===== config.mk =====
export PLATFORM = sky130hd
export DESIGN_NAME = bit_place_lane_arbiter
export DESIGN_NICKNAME = d
export VERILOG_FILES = /design/src/rtl/bit_place_lane_arbiter.sv
export SDC_FILE = /design/constraint.sdc
export NUM_CORES = 1
export LEC_CHECK = 0
export BUFFER_PORTS_ARGS = -buffer_cell sky130_fd_sc_hd__buf_4
export CAP_MARGIN = 0
export CORE_UTILIZATION = 50
export CTS_CLUSTER_SIZE = 8
export DETAILED_ROUTE_END_ITERATION = 8
export PLACE_DENSITY = 0.76
export SYNTH_ARGS = -nofsm -noshare
export SYNTH_HDL_FRONTEND = slang
export SYNTH_SLANG_ARGS = --single-unit

===== constraint.sdc =====
create_clock -name CLK -period 5.4 [get_ports CLK]
set_input_delay 0.27 -clock CLK [delete_from_list [all_inputs] [get_ports CLK]]
set_output_delay 0.27 -clock CLK [all_outputs]
set_load 0.01 [all_outputs]

===== src/rtl/bit_place_lane_arbiter.sv =====
// -----------------------------------------------------------------------------
// bit_place_lane_arbiter
//
// Round-robin scheduler that shares one downstream bit-serial shift-add unit
// among NUM_LANES BitConverterFIFO lanes. Each grant pops 3-bit bit places from
// one lane's FIFO (registered read: rd_en in cycle t, data valid in t+1) and
// presents them, tagged with the lane index, on a valid/ready output. A lane
// keeps the unit for at most MAX_BURST consecutive places, then the search
// pointer moves past it.
//
// Ports
//   CLK             clock, all logic on posedge
//   RSTN            synchronous reset, active-high
//   Enable          1 = new grants / burst continuation allowed
//   LaneReadReady   per-lane FIFO non-empty
//   LaneReadData    per-lane FIFO read data, lane i at [3*i+2:3*i]
//   LaneReadEnable  per-lane FIFO pop, one-hot or zero, single-cycle pulse
//   OutValid        OutPlace/OutLane valid
//   OutReady        downstream accepts when OutValid & OutReady
//   OutPlace        bit place 0..7
//   OutLane         source lane of OutPlace
//   Busy            high whenever the FSM is not idle
//   IssueCount      accepted handshakes, wraps mod 2^CNT_W
// -----------------------------------------------------------------------------
module bit_place_lane_arbiter #(
   parameter int NUM_LANES = 4,
   parameter int LANE_W    = $clog2(NUM_LANES),
   parameter int MAX_BURST = 8,
   parameter int CNT_W     = 16
) (
   input  logic                   CLK,
   input  logic                   RSTN,
   input  logic                   Enable,
   input  logic [NUM_LANES-1:0]   LaneReadReady,
   input  logic [NUM_LANES*3-1:0] LaneReadData,
   output logic [NUM_LANES-1:0]   LaneReadEnable,
   output logic                   OutValid,
   input  logic                   OutReady,
   output logic [2:0]             OutPlace,
   output logic [LANE_W-1:0]      OutLane,
   output logic                   Busy,
   output logic [CNT_W-1:0]       IssueCount
);

   // Burst counter holds 0..MAX_BURST-1 (index of the place being issued).
   localparam int BC_W = (MAX_BURST > 1) ? $clog2(MAX_BURST) : 1;
   localparam logic [BC_W-1:0]   BURST_LAST = BC_W'(MAX_BURST - 1);
   localparam logic [LANE_W-1:0] LAST_LANE  = LANE_W'(NUM_LANES - 1);

   typedef enum logic [1:0] {
      S_IDLE = 2'd0,
      S_READ = 2'd1,
      S_OUT  = 2'd2
   } state_t;

   state_t              state;
   state_t              nextState;
   logic [LANE_W-1:0]   grant;
   logic [LANE_W-1:0]   rrPtr;
   logic [BC_W-1:0]     burstCnt;

   logic [LANE_W-1:0]   probe;
   logic [LANE_W-1:0]   searchLane;
   logic                searchHit;
   logic [LANE_W-1:0]   nextPtr;
   logic                handshake;
   logic                burstGo;
   logic                newGrant;

   // Round-robin search: first ready lane starting at rrPtr, wrapping at
   // NUM_LANES (explicit wrap keeps non-power-of-two lane counts in range).
   always_comb begin
      searchHit  = 1'b0;
      searchLane = rrPtr;
      probe      = rrPtr;
      for (int k = 0; k < NUM_LANES; k++) begin
         if (!searchHit && LaneReadReady[probe]) begin
            searchHit  = 1'b1;
            searchLane = probe;
         end
         probe = (probe == LAST_LANE) ? '0 : probe + 1'b1;
      end
   end

   assign nextPtr   = (grant == LAST_LANE) ? '0 : grant + 1'b1;
   assign handshake = (state == S_OUT) && OutValid && OutReady;
   // Continue the burst only while enabled, the lane still has data and the
   // quota is not yet used up; otherwise hand the unit to the next lane.
   assign burstGo   = handshake && Enable && LaneReadReady[grant] &&
                      (burstCnt < BURST_LAST);
   assign newGrant  = (state == S_IDLE) && Enable && searchHit;
   assign Busy      = (state != S_IDLE);

   // Next-state and FIFO pop decode
   always_comb begin
      nextState      = state;
      LaneReadEnable = '0;
      case (state)
         S_IDLE: begin
            if (newGrant) begin
               LaneReadEnable[searchLane] = 1'b1;
               nextState                  = S_READ;
            end
         end
         S_READ: begin
            nextState = S_OUT;
         end
         S_OUT: begin
            if (handshake) begin
               if (burstGo) begin
                  LaneReadEnable[grant] = 1'b1;
                  nextState             = S_READ;
               end else begin
                  nextState = S_IDLE;
               end
            end
         end
         default: begin
            nextState = S_IDLE;
         end
      endcase
      // No FIFO pop may leak out while reset is being applied.
      if (RSTN) begin
         LaneReadEnable = '0;
      end
   end

   always_ff @(posedge CLK) begin
      if (RSTN) begin
         state <= S_IDLE;
      end else begin
         state <= nextState;
      end
   end

   // Grant, pointer, burst and output registers
   always_ff @(posedge CLK) begin
      if (RSTN) begin
         grant      <= '0;
         rrPtr      <= '0;
         burstCnt   <= '0;
         OutValid   <= 1'b0;
         OutPlace   <= '0;
         OutLane    <= '0;
         IssueCount <= '0;
      end else begin
         case (state)
            S_IDLE: begin
               if (newGrant) begin
                  grant    <= searchLane;
                  burstCnt <= '0;
               end
            end
            S_READ: begin
               // FIFO data for the pop issued last cycle is valid now.
               OutPlace <= LaneReadData[int'(grant)*3 +: 3];
               OutLane  <= grant;
               OutValid <= 1'b1;
            end
            S_OUT: begin
               if (handshake) begin
                  IssueCount <= IssueCount + 1'b1;
                  OutValid   <= 1'b0;
                  if (burstGo) begin
                     burstCnt <= burstCnt + 1'b1;
                  end else begin
                     rrPtr <= nextPtr;
                  end
               end
            end
            default: begin
               OutValid <= 1'b0;
            end
         endcase
      end
   end

endmodule

==> impl_metrics.env <==
export IMPL_status="completed"
export IMPL_cts_sinks=31
export IMPL_p_sw_uw=121
export IMPL_layout_drive_gt1_share_pct=25.0
export IMPL_num_antenna_cells=0
export IMPL_grt_pass1_wl_mm=6.59
export IMPL_grtUsageTotal_pct=20.7
export IMPL_hold_violations=0
export IMPL_vias=1710
export IMPL_yosysWarnings=0
export IMPL_drt_iter0_drc=71
export IMPL_wl_per_cell_um=12.7
export IMPL_initial_core_util_pct=54.0
export IMPL_antenna_found_initial=0
export IMPL_core_area_um2=3470
export IMPL_nFillCells=318
export IMPL_p_leak_nw=0.909
export IMPL_cts_setup_buffers=0
export IMPL_synth_edff_count=0
export IMPL_area_delta_synth_final_pct=23.0
export IMPL_netlist_area_um2=1870
export IMPL_synth_area_per_cell_um2=8.51
export IMPL_hpwlAfterDp_mm=2.85
export IMPL_finalCritPeriodShare_pct=58.2
export IMPL_combPwrFrac_pct=15.0
export IMPL_drtAntennaViolNets=0
export IMPL_finalNonFillerCells=306
export IMPL_fin_nets=287
export IMPL_drt_vias_per_instance=5.59
export IMPL_finalWirelength_mm=3.89
export IMPL_dieArea_um2=3990
export IMPL_cts_max_level=2
export IMPL_grt_pass1_vias=1474
export IMPL_ys_types=49
export IMPL_switching_share_pct=24.7
export IMPL_required_ns=5.13
export IMPL_chipHeight_um=63.2
export IMPL_max_freq_mhz=318
export IMPL_slew_viol_final=0
export IMPL_grt_max_degree=34
export IMPL_cts_tree="yes"
export IMPL_fin_skew_ns=0.00873
export IMPL_async_flop_share_pct=0
export IMPL_root_buffer="clkbuf_8"
export IMPL_io_buffers=46
export IMPL_netlist_top_cells_count="31 x dfxtp_1, 27 x nor2_1, 21 x nand2_1, 15 x a21oi_1, 10 x clkbuf_1"
export IMPL_period_minus_slack_ns=3.14
export IMPL_clkTransAtPathRegs_ns=0.06
export IMPL_yosysSeqAreaShare_pct=33.1
export IMPL_grt_ovfl_total=0
export IMPL_syn_inst=220
export IMPL_ir_drop_uv=149
export IMPL_p_per_area_nw_per_um2=214
export IMPL_synth_nets=247
export IMPL_synth_top_cell_by_area="dfxtp_1"
export IMPL_synthFlopType="dfxtp_1"
export IMPL_end_kind="primary output"
export IMPL_crit_arrival_ns=2.87
export IMPL_intPower_uw=371
export IMPL_cts_max_path_buffers=2
export IMPL_multi_input_area_um2=1170
export IMPL_cts_hold_fix_buffers=0
export IMPL_place_inst=299
export IMPL_ys_ff_latch=31
export IMPL_clk_insertion_delay_late_ns=0.27
export IMPL_gp_congestion=0.893
export IMPL_min_path_type="in2reg"
export IMPL_path_class="reg2out"
export IMPL_cp_max_fo=11
export IMPL_rsz0062_at_grt="no"
export IMPL_tns_ns=0
export IMPL_seqPwrFrac_pct=49.5
export IMPL_num_rows=21
export IMPL_drt_pass1_iter_count=4
export IMPL_power_frac_clock_pct=35.5
export IMPL_chipWidth_um=63.2
export IMPL_regArea_um2=621
export IMPL_cp_start_kind="flip-flop"
export IMPL_yosysMostFrequentCell="dfxtp_1"
export IMPL_drc_errors=0
export IMPL_yosysTopAreaCellShare_pct=33.1
export IMPL_cts_resized=0
export IMPL_synthTopCellsByArea="dfxtp_1 33%, mux4_2 6.0%, nor2_1 5.4%"
export IMPL_maxCapViolCount=0
export IMPL_whs_ns=0.289
export IMPL_tightestPinTransition_ns=0.517
export IMPL_numCtsBuffers=5
export IMPL_setup_violations_final=0
export IMPL_ioPinCount=47
export IMPL_relSlewSlack_pct=64.7
[routing by layer]
layer | routed length (um) | vias up | share of wire [%] | track usage (%)
li1 | - | 876 | - | -
met1 | 1860 | 782 | 48 | 27.7
met2 | 1780 | 50 | 46 | 32.3
met3 | 227 | 2 | 5.8 | 4.71
met4 | 28 | 0 | 0.72 | 7.95
met5 | 0 | - | 0 | 0
[logic make-up after synthesis]
kind of cell               after synthesis  synth area share, %
buffers and inverters                   18                 4.14
xor gates and xnor gates                14                 6.55
and+or+nand+nor                         95                 25.5
DFF                                     31                 33.1
muxes                                   10                 8.68
AOI/OAI and AO/OA                       45                 17.3
adders and majority gates                7                 4.68
[placed cells by master, fill, tap and decap left out, types with 2 or more instances in the layout]
cell type	instances
a32o_1	2
buf_4	46
or2_2	2
nor3b_1	2
a211oi_1	3
nor2_1	27
ha_1	7
nand2b_1	2
nand3_1	9
nor4_1	2
nor3_1	5
nand2_1	21
dfxtp_1	31
nand4_1	5
mux2i_1	5
clkbuf_8	6
a221oi_1	2
xor2_1	9
or3_1	6
o21ai_0	6
nor2b_1	6
o21ai_1	2
and3_1	2
xnor2_1	5
inv_1	5
mux4_2	5
a21oi_1	15
[per-stage QoR]
step | utilization, % | setup WS, ns | power (mW) | area, um^2
floorplan | - | 2.96 | 0.295 | 1870
global placement | 63.9 | 2.61 | 0.322 | 2220
detailed placement | 63.9 | 2.56 | 0.322 | 2220
CTS | 66.5 | 2.26 | 0.499 | 2300
global route | 66.5 | 2.00 | 0.517 | 2300
finish | 66.5 | 2.26 | 0.492 | 2300
[power by group through the flow]
stage / logic [mW] / registers, mW / clock network [mW]
floorplan: 0.0512 / 0.243 / 0
global placement: 0.0735 / 0.248 / 0
detailed placement: 0.0737 / 0.248 / 0
CTS: 0.0739 / 0.243 / 0.182
global route: 0.0817 / 0.245 / 0.191
finish: 0.0740 / 0.243 / 0.175
[worst max-delay path, stage by stage, from the launching register on]
cell	delay [ns]
dfxtp_1	0.42
ha_1	0.34
or4b_4	0.52
o32a_1	0.30
a31o_1	0.22
a211oi_2	0.32
nor4_1	0.11
a32o_1	0.22
buf_4	0.14
[sequential cells by signal, indices dropped and copies added (netlist names)]
name        cells
grant           2
OutValid        1
state           2
OutPlace        3
OutLane         2
IssueCount     16
rrPtr           2
burstCnt        3
[final timing paths]
kind | from | endpoint | slack (ns) | cells after the start
setup reg to reg | rrPtr[0]$_SDFFE_PP0P_ | grant[1]$_SDFFE_PP0P_ | 2.87 | 7
hold reg to reg | OutLane[0]$_SDFFE_PP0P_ | OutLane[0]$_SDFFE_PP0P_ | 0.45 | 2
hold / removal | OutReady | OutValid$_SDFFE_PP0P_ | 0.29 | 4
setup / recovery | rrPtr[0]$_SDFFE_PP0P_ | LaneReadEnable[3] | 2.26 | 8
[final cells by class]
| cell class | count | area share (%) |
|---|---|---|
| timing repair buffer | 46 | 15.0 |
| multi-input combinational | 171 | 51.0 |
| inverter | 5 | 0.814 |
| clock inverter | 1 | 0.217 |
| tap | 46 | 2.50 |
| sequential | 31 | 26.9 |
| clock buffer | 6 | 3.58 |
No activity file was read; power rests on OpenSTA's default activity.
